[src/rtl/fa_call_array.sv]
// Multi-seat flight-attendant call controller.
// Each seat runs an independent IDLE/CALLING/ESCALATED FSM with its own
// escalation timer; the top level ranks the seats for the attendant panel
// and routes a single acknowledge to whichever seat is shown on next_seat.

module fa_call_seat #(
    parameter int ESC_CYCLES = 16
) (
    input  logic clk,
    input  logic reset,
    input  logic call,
    input  logic clr,
    output logic lit,
    output logic esc
);
    localparam int TW = $clog2(ESC_CYCLES);
    localparam logic [TW-1:0] T_LAST = TW'(ESC_CYCLES - 1);

    typedef enum logic [1:0] {S_IDLE, S_CALLING, S_ESC} seat_state_e;

    seat_state_e       state;
    logic [TW-1:0]     timer;

    // Seat FSM: a clear always wins over a call arriving in the same cycle,
    // and the timer only runs while CALLING (frozen once escalated).
    always_ff @(posedge clk or negedge reset) begin
        if (!reset) begin
            state <= S_IDLE;
            timer <= '0;
        end else begin
            case (state)
                S_IDLE: begin
                    if (call && !clr) begin
                        state <= S_CALLING;
                        timer <= '0;
                    end
                end
                S_CALLING: begin
                    if (clr)
                        state <= S_IDLE;
                    else if (timer == T_LAST)
                        state <= S_ESC;
                    else
                        timer <= timer + 1'b1;
                end
                S_ESC: begin
                    if (clr)
                        state <= S_IDLE;
                end
                default: begin
                    state <= S_IDLE;
                    timer <= '0;
                end
            endcase
        end
    end

    // Light and escalation flags decoded straight from the state register.
    assign lit = (state != S_IDLE);
    assign esc = (state == S_ESC);
endmodule

module fa_call_array #(
    parameter int N_SEATS    = 8,
    parameter int ESC_CYCLES = 16,
    parameter int IDX_W      = (N_SEATS > 1) ? $clog2(N_SEATS) : 1,
    parameter int CNT_W      = $clog2(N_SEATS + 1)
) (
    input  logic               clk,
    input  logic               reset,
    input  logic [N_SEATS-1:0] call_button,
    input  logic [N_SEATS-1:0] cancel_button,
    input  logic               ack,
    output logic [N_SEATS-1:0] light_state,
    output logic [N_SEATS-1:0] escalate,
    output logic               any_call,
    output logic [IDX_W-1:0]   next_seat,
    output logic               next_valid,
    output logic [CNT_W-1:0]   pending_count
);
    logic [N_SEATS-1:0] clr;
    logic               found_esc;
    logic               found_call;
    logic [IDX_W-1:0]   esc_idx;
    logic [IDX_W-1:0]   call_idx;

    // One FSM per seat; ack only reaches the seat currently offered to the panel.
    for (genvar g = 0; g < N_SEATS; g++) begin : g_seat
        assign clr[g] = cancel_button[g] |
                        (ack & next_valid & (next_seat == IDX_W'(g)));

        fa_call_seat #(
            .ESC_CYCLES (ESC_CYCLES)
        ) u_seat (
            .clk   (clk),
            .reset (reset),
            .call  (call_button[g]),
            .clr   (clr[g]),
            .lit   (light_state[g]),
            .esc   (escalate[g])
        );
    end

    // Next-seat ranking: lowest escalated seat first, then lowest calling seat.
    // Driven from seat state only so button bounce never reaches the panel.
    always_comb begin
        found_esc  = 1'b0;
        found_call = 1'b0;
        esc_idx    = '0;
        call_idx   = '0;
        for (int i = 0; i < N_SEATS; i++) begin
            if (escalate[i] && !found_esc) begin
                found_esc = 1'b1;
                esc_idx   = IDX_W'(i);
            end
            if (light_state[i] && !found_call) begin
                found_call = 1'b1;
                call_idx   = IDX_W'(i);
            end
        end
        next_seat = found_esc ? esc_idx : call_idx;
    end

    // Number of lit seats for the attendant display.
    always_comb begin
        pending_count = '0;
        for (int i = 0; i < N_SEATS; i++)
            pending_count = pending_count + CNT_W'(light_state[i]);
    end

    assign any_call   = |light_state;
    assign next_valid = any_call;
endmodule

[config.mk]
export PLATFORM = sky130hd
export DESIGN_NAME = fa_call_array
export DESIGN_NICKNAME = d
export VERILOG_FILES = /design/src/rtl/fa_call_array.sv
export SDC_FILE = /design/constraint.sdc
export NUM_CORES = 1
export LEC_CHECK = 0
export ABC_AREA = 1
export CAP_MARGIN = 40
export CORE_ASPECT_RATIO = 0.7
export CORE_MARGIN = 2
export CORE_UTILIZATION = 60
export CTS_CLUSTER_DIAMETER = 60
export DETAILED_ROUTE_END_ITERATION = 6
export GPL_TIMING_DRIVEN = 0
export HOLD_SLACK_MARGIN = 0.05
export PLACE_DENSITY_LB_ADDON = 0.15
export SYNTH_ARGS = -nofsm -noshare
export SYNTH_HDL_FRONTEND = slang
export SYNTH_SLANG_ARGS = --single-unit
[constraint.sdc]
create_clock -name clk -period 11.2 [get_ports clk]
set_input_delay 2.24 -clock clk [delete_from_list [all_inputs] [get_ports clk]]
set_output_delay 2.24 -clock clk [all_outputs]
set_load 0.005 [all_outputs]
== Word level (Yosys, flattened, before mapping) ==
Cells that the tools add are included.
Storage, ports and cells
  word-level logic and storage cells: 307
  output and inout bits: 25
  register bits after elaboration: 48
Cells by class
  bitwise logic cells: 25
  add/sub/neg operators: 15
  reduce and logical (&&, ||, !) cells: 78
  muxes and demuxes: 102
  equal/unequal tests: 71
Operator list (count)
  $mux W4: 24
  $pmux W4 S3: 8
  $mux W2: 32
  $pmux W2 S3: 8
  $mux W3: 13
  $add A4 B1 Y4 const B: 8
  $eq A4 B4 Y1 const B: 8
  $ne A2 B1 Y1 const B: 16
  $ne A2 B2 Y1 const B: 16
  $reduce_and A4 Y1: 8
  $ne A3 B1 Y1 const B: 8
  $reduce_and A3 Y1: 8
  $logic_and A1 B1 Y1: 22
  $logic_not A1 Y1: 22
  $mux W1: 17
  $add A4 B1 Y4: 4
  $eq A2 B1 Y1 const B: 8
  $eq A2 B2 Y1 const B: 8
  $logic_not A2 Y1: 8
  $reduce_bool A2 Y1: 8
  $eq A3 B3 Y1 const B: 4
  $and A1 B1 Y1: 9
  $not A1 Y1: 8
  $or A1 B1 Y1: 8
  other kinds (7): 8

== Longest topological paths before layout ==
Gate-level depths: netlist of the first run.
  word-level depth: 31
  mapped depth: 16

== Hierarchy ==
A second synthesis of the first run with hierarchy kept.
Unflattened totals
  cells, all modules: 547
  area total of the unflattened synthesis: 3863.7 sq um
Modules (own cells, without submodules)
  fa_call_seat at g_seat[0].u_seat ...: instances 6, cells an instance 54, area each 400.4 sq um, seq. area each 150.1 sq um
  fa_call_seat at g_seat[6].u_seat ...: instances 2, cells an instance 54, area each 374.1 sq um, seq. area each 150.1 sq um
  fa_call_array: instances 1, cells an instance 115, area each 713.2 sq um, seq. area each 0.0 sq um

== Worst setup path after synthesis of the first run ==
OpenSTA, ideal clock, no wires.
  kind: register to output
  from: reg g_seat[0].u_seat.state[1]
  to: out pending_count[2]
  required time: 8960 ps
  path buffers: 0
  cell stages (with the launch flop): 12
  setup slack: 5957 ps
  data arrival time: 3003 ps
  cell sequence: dfrtp_1 nor2_1 inv_1 fa_1 fa_1 inv_1 fa_1 inv_1 ha_1 inv_1 fa_1 xnor2_1
Between the ends
  cells in the longest elaborated chain, start to end: 8
RTL lines
  from (decl): line 21  | seat_state_e state;
  from (signal assigned): line 28  | state <= S_IDLE;
  from (signal assigned): line 34  | state <= S_CALLING;
  from (signal assigned): line 40  | state <= S_IDLE;
  $reduce_bool A2 Y1: line 59  | assign lit = (state != S_IDLE);
  net g_seat[0].u_seat.lit: line 13  | output logic lit,
  $add A1 B1 Y2: line 128  | pending_count = pending_count + CNT_W'(light_state[i]);
  $add A2 B1 Y3: line 128
  $add A3 B1 Y4: line 128
  $add A4 B1 Y4 (4 in a row): line 128
  to (decl): line 79  | output logic [CNT_W-1:0] pending_count
The timed path passes the listed nets, and every way through them passes these cells.

== Final worst setup path of the first run ==
Same ends and word-level chain as after synthesis.

==> results of run 1 <==
==> layout by cell type (no fill, tap or decap), types with 3 or more instances in the layout <==
master / count
nand2_1: 132
inv_1: 70
dfrtp_1: 48
nor2_1: 46
clkdlybuf4s50_1: 42
nand4_1: 33
nand3_1: 30
o21ai_0: 19
buf_4: 17
ha_1: 14
nor2_2: 10
a21oi_1: 10
nand2_2: 9
clkbuf_8: 7
inv_2: 6
nand3_2: 6
nand3b_1: 5
fa_1: 4
nand2_4: 3
xor2_1: 3
==> path summary, 6_finish.rpt <==
path	start	to	slack [ps]	cells after the start
max	g_seat[0].u_seat.state[1]	pending_count[2]	4910	12
min	g_seat[2].u_seat.timer[3]	g_seat[2].u_seat.timer[3]	480	2
max reg2reg	g_seat[0].u_seat.state[1]	g_seat[6].u_seat.timer[3]	8600	16
min reg2reg	g_seat[2].u_seat.timer[3]	g_seat[2].u_seat.timer[3]	480	2
max in group asynchronous	reset	g_seat[2].u_seat.timer[2]	8880	2
min in group asynchronous	reset	g_seat[5].u_seat.timer[0]	1820	1
==> cells in the mapped netlist (2+ instances only) <==
library cell / n / area (um2)
dfrtp_1: 48 / 1200
a21oi_4: 2 / 32.5
nand3_2: 6 / 60.1
nand4_1: 33 / 206
o2111ai_1: 2 / 17.5
nor2_1: 46 / 173
nand2_1: 132 / 495
inv_1: 70 / 263
buf_4: 17 / 128
xor2_1: 3 / 26.3
o21ai_0: 19 / 95.1
nor2_8: 2 / 40.0
fa_1: 4 / 80.1
ha_1: 14 / 175
nand3_1: 30 / 150
or2_0: 2 / 12.5
nor2_2: 10 / 62.6
nand2_4: 3 / 33.8
inv_2: 6 / 22.5
a21oi_2: 2 / 17.5
nand2_2: 9 / 56.3
o211ai_1: 2 / 15.0
nand3b_1: 5 / 37.5
a21oi_1: 10 / 50.1
==> power breakdown <==
group / switching, mW / internal, mW / total, mW
sequential: 0.0487 / 0.221 / 0.270
combinational: 0.595 / 0.459 / 1.05
clock: 0.0591 / 0.0789 / 0.138
total: 0.703 / 0.759 / 1.46
==> tightest hold or removal path, cell delays in order, from the launching register on <==
cell and delay [ps]:
dfrtp_1 350, nand2_1 50, nand2_1 50
==> state kept, by name, summed over array words and instances (netlist names) <==
| signal | cells |
|---|---|
| g_seat.u_seat.timer | 32 |
| g_seat.u_seat.state | 16 |
==> final cells by class <==
class                           instances  area (um2)
Multi-Input combinational cell        342        1890
Fill cell                             435        1520
Sequential cell                        48        1200
Timing Repair Buffer                   44         445
Inverter                               76         285
Buffer                                 17         128
Clock buffer                            7        96.3
Tap cell                               75        93.8
Clock inverter                          1        30.0
==> stage by stage <==
| stage | utilization [%] | setup slack, ps |
|---|---|---|
| 6_report | 73.3 | 4910 |
| 3_5_place_dp | 71.0 | 5260 |
| 2_1_floorplan | - | 5960 |
| 5_1_grt | 73.3 | 4710 |
| 3_3_place_gp | 70.8 | 5280 |
| 4_1_cts | 73.3 | 4910 |
==> per-layer routing <==
layer | track usage (%) | vias up | part of all wire [%]
met5 | 0 | - | 0
li1 | - | 1640 | -
met1 | 35.6 | 1479 | 47
met2 | 42.2 | 98 | 46
met3 | 4.41 | 11 | 5.8
met4 | 6.43 | 0 | 1.0
==> logic make-up after synthesis <==
| group | share of synthesized area (%) |
|---|---|
| compound gates | 6.81 |
| xor+xnor | 0.999 |
| fa+ha+maj | 7.28 |
| buf+inv | 11.8 |
| flops | 34.2 |
| simple gates | 38.9 |
==> metrics.txt, run 1 <==
HPWL after DPL 6350 um; first drt pass iteration count 5; P_leak 2.19 nW; fin. max-slew vios 0; IO Port Bufs 43; initial DRC count 167; Critical path buffers and inverters 5; share of cells above drive strength 1 between 10% and 20%; core box area 5700 um2; CTS sink cnt 48; Worst VDD drop 0.610 mV; Crit path max-delay family adder cells; hold slack 481 ps; initial antenna violation count 0; # DRC 0; Via density 5.29; synth warn 0; vias in the first global route 2959; Max Cap Violations 0; Inserted Diodes 0; final net count roughly 570; design area 4170 um2; Reg clk slew, reported paths 80 ps; die footprint 6480 um2; Worst Setup Start Kind flop; CP max FO 5; clk_skew 12.1 ps; critical path's largest stage delay 520 ps; Die Wd around 95 um; Rows 23; cts hold-fix bufs 0; GR Util All Layers ~26%; post-route minimum period 6290 ps; CTS root buffer clkbuf_8; Slew @ Worst Pin 394 ps; wirelength, routed ~8000 um; RePlAce Congestion 0.892; RSZ-0062 raised after global routing false; Congestion Overflow GR 0; Layout area overhead 19.0%; Initial Util 61.6%; cells after synthesis 483; Finished Layout Cells 610; WL per Instance 13.1 um; Post-CTS Setup Repair Bufs 0; largest net degree at the start of global routing 36; first-pass GRT wire length 13000 um; Worst setup EP type output port; final hold violations 0; top_reg_cell synth dfrtp_1; EDFF count, synth 0; CTS tree yes; Placed Cells incl. Taps about 600; Setup TNS 0 ps; Routed Antenna Nets 0; Pwr Density between 300 and 400 nW/um2; Cell Chain, Critical Path nor2_1 > inv_1 > fa_1 > fa_1 > inv_1 > fa_1 > inv_1 > ha_1 > inv_1 > fa_1 > xnor2_1 > clkdlybuf4s50_1; part of the cycle the worst path needs 56.2%; Final Setup Violations 0; Netlist cell types 30; Longest Clk Path Bufs 2; worst hold path class flop to flop; die height 68.0 um; DR vias 3228; Worst Path Required 8960 ps; Syn Nets 520; post-cts sizing count 0; Cell Area, Synth 3510 um2; slew margin rel. 73.6%; Slowest cell on crit path fa_1; H-Tree Depth 2; I/O pin count 44; mean post-synth cell area 7.26 um2; clk_lat worst skew approximately 300 ps; status finished, final reports clean; Seq/Total Area, Yosys 34.2%; critical path arrival 4050 ps; Async SR Flop Fraction 100%; total power 1.46 mW; total placed instance area 4050 um2; Fmax 159 MHz; TritonCTS buffer count 5; Seq cells post-synth 48; Setup Crit Path Kind flop to output port
No activity file was read; power rests on OpenSTA's default activity.
==> run 2, diff against run 1 <==
- CORE_UTILIZATION: 60 -> 56
- clock period: 11.2 -> 6.5 ns (I/O delays scaled with it)
==> run 2 against run 1 <==
  * Clock skew down 1.7 ps
  * Non-clock buffer count unchanged
  * Wire length down 3.6%
  * Clock power up 38%
  * Cell area down 0.60%
  * Critical path type unchanged
  * Critical endpoint unchanged
==> metrics.txt, run 2 (synthesis gave the netlist of run 1 again) <==
first-pass GRT wire length 13400 um; cts hold-fix bufs 0; Post-CTS Setup Repair Bufs 0; Via density approximately 5.3; critical path arrival 4050 ps; fin. max-slew vios 0; max FFs per register 32; Worst Path Required between 5000 and 6000 ps; most frequent cells in the layout 132 x nand2_1, 70 x inv_1, 48 x dfrtp_1; most common cell after layout, fill and taps aside nand2_1; critical path's largest stage delay 520 ps; Crit path max-delay family adder cells; slew margin rel. 72.2%; post-route minimum period about 5300 ps; clk_lat worst skew ~300 ps; H-Tree Depth 2; CTS root buffer clkbuf_8; Reg clk slew, reported paths 80 ps; DR vias 3220; Rows 24; initial DRC count 168; Worst setup EP type output port; Final Setup Violations 0; RSZ-0062 raised after global routing false; # DRC 0; Inserted Diodes 0; hold slack just under 500 ps; Initial Util 57.0%; post-cts sizing count 0; status finished, final reports clean; HPWL after DPL 6060 um; Worst VDD drop 0.977 mV; Routed Antenna Nets 0; Slowest cell on crit path fa_1; WL per Instance ~13 um; Worst Setup Start Kind flop; part of the cycle the worst path needs 82.2%; core box area between 6000 and 7000 um2; Fmax between 150 and 200 MHz; Fillers approximately 540; CP max FO 5; die height 70.2 um; Slew @ Worst Pin about 420 ps; P_leak 2.17 nW; wirelength, routed just under 8000 um; Reg with most FFs g_seat.u_seat.timer; GR Util All Layers 23.7%; Setup TNS 0 ps; initial antenna violation count 0; share of cells above drive strength 1 12.9%; RePlAce Congestion roughly 0.9; TritonCTS buffer count 5; Cell Chain, Critical Path nor2_1 > inv_1 > fa_1 > fa_1 > inv_1 > fa_1 > inv_1 > ha_1 > inv_1 > fa_1 > xnor2_1 > clkdlybuf4s50_1; I/O pin count between 40 and 50; final hold violations 0; CTS tree yes; vias in the first global route 2961; Longest Clk Path Bufs 2; Final Util 67.4%; CTS sink cnt 48; Die Wd 98.6 um; Pwr Density 590 nW/um2; top flop regs g_seat.u_seat.timer: 32 flops, g_seat.u_seat.state: 16 flops; Critical path buffers and inverters 5; r2r setup slk 3900 ps; first drt pass iteration count 5; final net count 571; clk_skew 10.4 ps; Max Cap Violations 0; worst hold path class flop to flop; Layout area overhead 18.3%; Congestion Overflow GR 0; largest net degree at the start of global routing 35; IO Port Bufs 43; Setup Crit Path Kind flop to output port; die footprint approximately 6900 um2
run 2: routing by layer:
metal | up-vias | GRT usage [%] | wire length [um]
li1 | 1641 | - | -
met5 | - | 0 | 0
met1 | 1477 | 35.0 | 3810
met2 | 95 | 37.1 | 3410
met3 | 7 | 4.20 | 414
met4 | 0 | 4.41 | 53
run 2: path summary, 6_finish.rpt:
| check | endpoint | cells past startpoint | start |
|---|---|---|---|
| worst max-delay path | pending_count[2] | 12 | g_seat[0].u_seat.state[1] |
| worst min-delay path | g_seat[2].u_seat.timer[3] | 2 | g_seat[2].u_seat.timer[3] |
| worst max register to register | g_seat[7].u_seat.timer[3] | 16 | g_seat[0].u_seat.state[1] |
| worst min register to register | g_seat[2].u_seat.timer[3] | 2 | g_seat[2].u_seat.timer[3] |
| max in group asynchronous | g_seat[2].u_seat.timer[0] | 2 | reset |
| min in group asynchronous | g_seat[3].u_seat.timer[1] | 1 | reset |
run 2: tightest hold or removal path, delay by kind of cell, from the launching register on:
kind,cells,cell delay [ps]
DFF,1,350
and+or+nand+nor,2,100
run 2: power breakdown:
part | switching [mW] | total, mW | internal (mW) | leakage [nW]
clock | 0.103 | 0.190 | 0.0863 | 0.0434
combinational | 1.00 | 1.79 | 0.788 | 1.48
sequential | 0.0828 | 0.463 | 0.380 | 0.649
run 2: final cells by class:
cell class	instances	area, um2	area share, %
Multi-Input combinational cell	342	1890	45.7
Sequential cell	48	1200	29.0
Timing Repair Buffer	44	445	10.7
Inverter	76	285	6.88
Buffer	17	128	3.08
Tap cell	78	97.6	2.35
Clock buffer	6	82.6	1.99
Clock inverter	2	15.0	0.362
run 2: through the flow:
step / setup WS [ps] / cells / area, um2 / total power [mW]
floorplan: 2200 / 483 / 3510 / 1.61
global placement: 1520 / 604 / 4040 / 2.21
detailed placement: 1480 / 605 / 4050 / 2.24
CTS: 1120 / 613 / 4150 / 2.46
global route: 923 / 613 / 4150 / 2.71
finish: 1150 / 613 / 4150 / 2.45
==> run 3, diff against run 2 <==
- CORE_UTILIZATION: 56 -> 51
- clock period: 6.5 -> 4.4 ns (I/O delays scaled with it)
==> run 3 against run 2 <==
  * Register-to-register slack got worse by 2100 ps
  * Power increased by 55%
  * Via count increased by 1.2%
  * Clock power increased by 96%
  * Critical path depth unchanged
  * Sequential share of layout area decreased by 0.97 points
  * Setup slack got worse by 1000 ps
  * Utilization decreased by 3.2 points
  * Sequential power increased by 48%
  * First-iteration DRC count increased by 41%
  * Die area increased by 9.3%
  * Final cell count increased by 4.1%
  * Critical path type unchanged
  * Largest power group unchanged
==> metrics.txt, run 3 (synthesis gave the netlist of run 1 again) <==
Worst Path Required between 3000 and 4000 ps; WL per Instance 12.6 um; max FFs per register 32; wirelength, routed 8050 um; initial DRC count 237; Reg with most FFs g_seat.u_seat.timer; Net Sw Power between 1.5 and 2 mW; worst hold path class flop to flop; Final Setup Violations 0; I/O pin count 44; most frequent cells in the layout 132 x nand2_1, 68 x inv_1, 47 x dfrtp_1; DR vias approximately 3300; Reg clk slew, reported paths 100 ps; first-pass GRT wire length 13600 um; top flop regs g_seat.u_seat.timer: 32 flops, g_seat.u_seat.state: 16 flops; CTS tree yes; Int Power between 1.5 and 2 mW; Rows 25; P_leak 2.24 nW; clk_skew 14.7 ps; clk_lat worst skew 300 ps; IO Port Bufs 43; Worst Setup Start Kind flop; Slew @ Worst Pin 434 ps; fin. max-slew vios 0; Fmax roughly 230 MHz; largest net degree at the start of global routing 33; Longest Clk Path Bufs 2; die height 73.4 um; post-route minimum period ~4300 ps; sw frac 47.6%; initial antenna violation count 0; dpl ws -183 ps; share of cells above drive strength 1 15.6%; Worst setup EP type output port; vias in the first global route 3030; Gate power share around 72%; CP max FO 4; TritonCTS buffer count 5; clock share of power 9.8%; Congestion Overflow GR 0; GR Util All Layers 22.9%; slew margin rel. between 70% and 80%; part of the power in registers 18.1%; CTS root buffer clkbuf_8; core box area 6690 um2; most common cell after layout, fill and taps aside nand2_1; Inserted Diodes 0; Setup Crit Path Kind flop to output port; Worst VDD drop 1.27 mV; Via density around 5.1; Initial Util 52.4%; Max Cap Violations 0; H-Tree Depth 2; setup ws final about 130 ps; Layout area overhead 22.5%; Pwr Density 881 nW/um2; Routed Antenna Nets 0; status finished, final reports clean; RePlAce Congestion between 0.8 and 0.9; final hold violations 0; CTS sink cnt 48; critical path arrival 3390 ps; first drt pass iteration count 4; part of the cycle the worst path needs 97.0%; Die Wd 103 um; Final Util between 60% and 70%; die footprint between 7000 and 8000 um2; final net count ~580; HPWL after DPL 6220 um; # DRC 0
run 3: changes by cell type in the layout (fill, tap and decap cells not counted), sizes merged:
cell,before,now
clkinvlp,2,0
clkdlybuf4s50,42,40
bufinv,0,2
clkdlybuf4s15,0,1
buf,19,29
run 3: stage by stage:
| stage | TNS [ps] | hold WS (ps) | std cells | power, mW | instance area [um2] |
|---|---|---|---|---|---|
| global route | -4.51 | 508 | 638 | 4.18 | 4300 |
| global placement | -368 | 455 | 620 | 3.28 | 4060 |
| floorplan | 0 | 442 | 483 | 2.37 | 3510 |
| detailed placement | -334 | 463 | 621 | 3.32 | 4070 |
| CTS | 0 | 483 | 635 | 3.73 | 4270 |
| finish | 0 | 476 | 638 | 3.79 | 4300 |
run 3: final cells by class:
class	count	area (um2)
Fill cell	589	2400
Sequential cell	48	1200
Multi-Input combinational cell	342	1920
Inverter	76	288
Clock buffer	5	68.8
Clock inverter	2	60.1
Tap cell	94	118
Buffer	17	128
Timing Repair Buffer	54	515
run 3: metal layers:
layer	GRT usage, %	share of wire, %	vias to the layer above
met5	0	0	-
met4	5.56	0.76	0
met3	3.90	4.0	7
met2	36.0	45	77
met1	33.2	50	1504
li1	-	-	1670
run 3: worst paths after layout:
kind | startpoint | end | slack, ps | cells after the start
worst max-delay path | g_seat[1].u_seat.state[1] | pending_count[1] | 130 | 12
worst min-delay path | g_seat[0].u_seat.timer[3] | g_seat[0].u_seat.timer[3] | 480 | 2
min in group asynchronous | reset | g_seat[1].u_seat.timer[2] | 500 | 1
max in group asynchronous | reset | g_seat[6].u_seat.timer[3] | 3370 | 2
worst max register to register | g_seat[1].u_seat.state[1] | g_seat[7].u_seat.timer[2] | 1790 | 18
worst min register to register | g_seat[0].u_seat.timer[3] | g_seat[0].u_seat.timer[3] | 480 | 2
run 3: repair_timing:
| item | 4_1_cts | 5_1_grt |
|---|---|---|
| setup endpoints to repair | 4 | 2 |
| setup buffers | 7 | 3 |
| hold buffers | 0 | 0 |
| gates resized for setup | 9 | 6 |
| pin swaps | 4 | 3 |
| gates cloned | 0 | 0 |
run 3: worst max-delay path, cell delays in order, from the launching register on:
cell and delay (ps):
dfrtp_1 420, nor2_4 150, inv_4 60, fa_1 460, fa_1 490, inv_1 50, fa_1 420, inv_1 70
ha_2 180, inv_1 50, fa_1 480, inv_1 40, clkdlybuf4s15_1 200
run 3: power by group through the flow:
stage               registers, mW  clock network (mW)  logic [mW]
floorplan                   0.665                   0        1.71
global placement            0.684                   0        2.60
detailed placement          0.690                   0        2.63
CTS                         0.682               0.382        2.67
global route                0.704               0.400        3.07
finish                      0.686               0.372        2.73
==> RTL edit 1, RTL diff (settings of run 3) <==
Put a register stage on the output `pending_count`. The value now appears one clock later. The other outputs are not delayed to match.
--- a/src/rtl/fa_call_array.sv
+++ b/src/rtl/fa_call_array.sv
@@ -78,6 +78,8 @@
     output logic               next_valid,
     output logic [CNT_W-1:0]   pending_count
 );
+
+    logic [CNT_W-1:0] pending_count_d;
     logic [N_SEATS-1:0] clr;
     logic               found_esc;
     logic               found_call;
@@ -123,12 +125,16 @@
 
     // Number of lit seats for the attendant display.
     always_comb begin
-        pending_count = '0;
+        pending_count_d = '0;
         for (int i = 0; i < N_SEATS; i++)
-            pending_count = pending_count + CNT_W'(light_state[i]);
+            pending_count_d = pending_count_d + CNT_W'(light_state[i]);
     end
 
     assign any_call   = |light_state;
     assign next_valid = any_call;
+    always_ff @(posedge clk) begin
+        pending_count <= pending_count_d;
+    end
+
 endmodule
 
Formal check against the unedited RTL: not equivalent (a bounded check fails within 4 cycles, from zero or initial values and one cycle with reset low).
==> RTL edit 1 against run 3 <==
- synthesized cell count grew 0.62%
- power shrank 8.9%
- non-clock buffer count shrank 10
- wire length grew 3.1%
- synthesized area grew 5.2%
- sequential cell count grew 4
- setup slack gained 0.68 ns
- maximum frequency grew 19%
- critical path type unchanged
- clock skew shrank 0.010 ns
- count of clock-buffer cells in the layout grew 3
- critical endpoint is now next_seat[0]
- cell count shrank 0.94%
- final area grew 1.4%
==> RTL edit 1: results (changes against run 3) <==
outcome=completed; clock skew=0.00445 ns (-0.0103 ns); first-pass GRT wire length=14500 um (+6.8%); Crit path arrival time=2.71 ns (-0.68 ns); compound-cell area share of the yosys netlist=4.24% (-2.6 points); RR Endpoint=pending_count[2]; routed length on met3=329 um (+1.9%); fraction of the yosys area taken by sequential cells=34.7% (+0.46 points); Routability Congestion=0.895 (-0.18%); DR pass1 iterations=5 (+1); clock latency on the worst-skew pair=0.32 ns (+0.02 ns); CP max stage cell=clkdlybuf4s50_1; Min Hold Slack=0.478 ns (+0.00204 ns); NumNets Final=574 (-1.2%); worst r2r src=g_seat[0].u_seat.state[1]; post-CTS resize count=0 (-9); Worst slew margin=64.4% (-6.7 points); top post-synthesis cells by count=nand2_1, inv_1, dfrtp_1, nor2_1, nand4_1; Worst path max stage delay=0.53 ns (+0.04 ns); largest net degree at the start of global routing=35 (+6.1%); clock network area share=2.30% (-0.70 points); routed length on met1=4170 um (+2.5%); Max rail drop VDD=0.366 mV (-71%); final core occ=63.3% (-0.90 points); count of non-CTS buffers in the layout=61 (-14%); Pleak=0.00230 uW (+2.7%); worst reg2reg setup slack=0.93 ns (-0.86 ns); drt wl/cell=13.1 um (+4.0%); peak fanout along the critical path=6 (+2); number of cells after detailed placement=624 (+0.48%); post-synthesis cell type count=36 (+20%); met2 GRT Util=37.3% (+1.3 points); Non-clk invs=71 (-6.6%); FFs w/ async S/R, synth=92.3% (-7.7 points); Synth area leaders=dfrtp_1, nand2_1, inv_1, nand4_1, nor2_1; DP HPWL=6500 um (+4.4%)
==> RTL edit 1: cell types whose count changed in the layout (fill, tap and decap cells not counted), moves of 3 or more <==
cell,before,now
nand2_1,132,122
nor2_1,44,48
nand2_2,9,17
nand3b_2,0,5
dfxtp_1,0,4
inv_2,7,4
xor2_1,3,8
nand3_1,30,25
nand3b_1,5,2
nand3_2,6,13
nor3_1,1,5
o21ai_0,19,9
buf_4,27,17
==> RTL edit 1: power by group through the flow <==
| stage | sequential, uW | combinational, uW | clock (uW) |
|---|---|---|---|
| 4_1_cts | 757 | 2390 | 315 |
| 3_3_place_gp | 758 | 2280 | 0 |
| 6_report | 759 | 2380 | 305 |
| 3_5_place_dp | 764 | 2360 | 0 |
| 2_1_floorplan | 741 | 1670 | 0 |
| 5_1_grt | 780 | 2680 | 333 |
==> RTL edit 1: critical path: cells and delay by family, from the launching register on <==
family	cells	cell delay (ns)
and+or+nand+nor	7	1.10
buffers and inverters	1	0.53
DFF	1	0.42
adders and majority gates	1	0.34
==> RTL edit 2, RTL diff (config.mk and constraints of run 3) <==
Without the edit above. `N_SEATS`: 8 -> 4.
--- a/src/rtl/fa_call_array.sv
+++ b/src/rtl/fa_call_array.sv
@@ -61,7 +61,7 @@
 endmodule
 
 module fa_call_array #(
-    parameter int N_SEATS    = 8,
+    parameter int N_SEATS    = 4,
     parameter int ESC_CYCLES = 16,
     parameter int IDX_W      = (N_SEATS > 1) ? $clog2(N_SEATS) : 1,
     parameter int CNT_W      = $clog2(N_SEATS + 1)
Ports: changed (6 resized); port bits go from 44 to 26. The function was not compared with the original's and may differ.
==> RTL edit 2 against run 3 <==
- wire length is 56% lower
- setup slack better by 0.96 ns
- clock power is 58% lower
- final area is 50% lower
- sequential cell count is 24 lower
- synthesized area is 50% lower
- power is 58% lower
- combinational power is 59% lower
- critical endpoint unchanged
- largest cell class unchanged
- highest routed layer unchanged
==> RTL edit 2: results (changes against run 3) <==
Main synth FF type=dfrtp_1; Crit path arrival time=2.43 ns (-0.96 ns); WL final=3530 um (-56%); RR Endpoint=g_seat[3].u_seat.timer[3]; Pleak=0.00116 uW (-48%); Hold Crit Endpoint=g_seat[2].u_seat.timer[3]; sequential power=339 uW (-51%); Min Hold Slack=0.474 ns (-0.00189 ns); Least-Margin Pin Slew=0.622 ns (+0.188 ns); Max Buffers Root-to-Sink=2 (unchanged); number of cells after detailed placement=311 (-50%); DP HPWL=2790 um (-55%); outcome=completed; Via density=4.89 (-4.2%); Sw Ratio=45.9% (-1.7 points); setup repair bufs after CTS=0 (-7); vias in the first global route=1365 (-55%); Post-DP Area=0.00209 mm^2 (-49%); syn_nets=259 (-50%); largest net degree at the start of global routing=14 (-58%); Mean Syn Cell Area=7.43 um^2 (+2.3%); Register Area=601 um^2 (-50%); Max rail drop VDD=0.542 mV (-58%); post-CTS resize count=0 (-9); fin crit share=75.2% (-22 points); biggest regs=g_seat.u_seat.timer: 16 flops, g_seat.u_seat.state: 8 flops; Combinational Power Share=69.2% (-2.9 points); filler cell count=287 (-51%); post-synthesis cell type count=23 (-23%); GRT Util Overall=19.9% (-3.0 points); worst reg2reg path depth=13 (-5); total CTS buffers=3 (-2); clock skew=0.00468 ns (-0.0101 ns); peak fanout along the critical path=6 (+2); worst hold start=g_seat[2].u_seat.timer[3]; clock latency on the worst-skew pair=0.27 ns (-0.03 ns); worst reg2reg setup slack=2.26 ns (+0.47 ns); top post-synthesis cells by count=nand2_1, inv_1, dfrtp_1; DR iter-0 viols=79 (-67%); Ant. Diodes=0 (unchanged); P_sw=736 uW (-59%); NumNets Final=290 (-50%); crit path launch=g_seat[0].u_seat.state[1]; via count=1541 (-53%); fraction of the yosys area taken by sequential cells=34.0% (-0.27 points); Place WS=1.39 ns (+1.57 ns); Synth area leaders=dfrtp_1, nand2_1, inv_1, ha_1, nand2_2
==> RTL edit 2: routing by layer <==
layer | vias to the layer above | routed length, um | track usage [%] | share of wire, %
li1 | 810 | - | - | -
met1 | 690 | 1800 | 28.0 | 51
met2 | 35 | 1550 | 31.1 | 44
met3 | 6 | 139 | 4.00 | 3.9
met4 | 0 | 37 | 5.65 | 1.0
met5 | - | 0 | 0 | 0
==> RTL edit 2: logic make-up after synthesis <==
| group | after synthesis | share of synthesized area [%] |
|---|---|---|
| DFF | 24 | 34.0 |
| adders and majority gates | 10 | 7.50 |
| AOI/OAI and AO/OA | 14 | 4.53 |
| xor gates and xnor gates | 2 | 0.991 |
| and+or+nand+nor | 138 | 40.5 |
| buffers and inverters | 50 | 12.5 |
==> RTL edit 2: cell type report <==
cell class | count | share of cell area (%)
multi-input cells | 164 | 44.1
flip-flops and latches | 24 | 28.0
repair buffers | 26 | 12.4
inverters | 41 | 7.17
plain buffers | 9 | 3.15
well taps | 47 | 2.74
clock buffers | 4 | 2.56
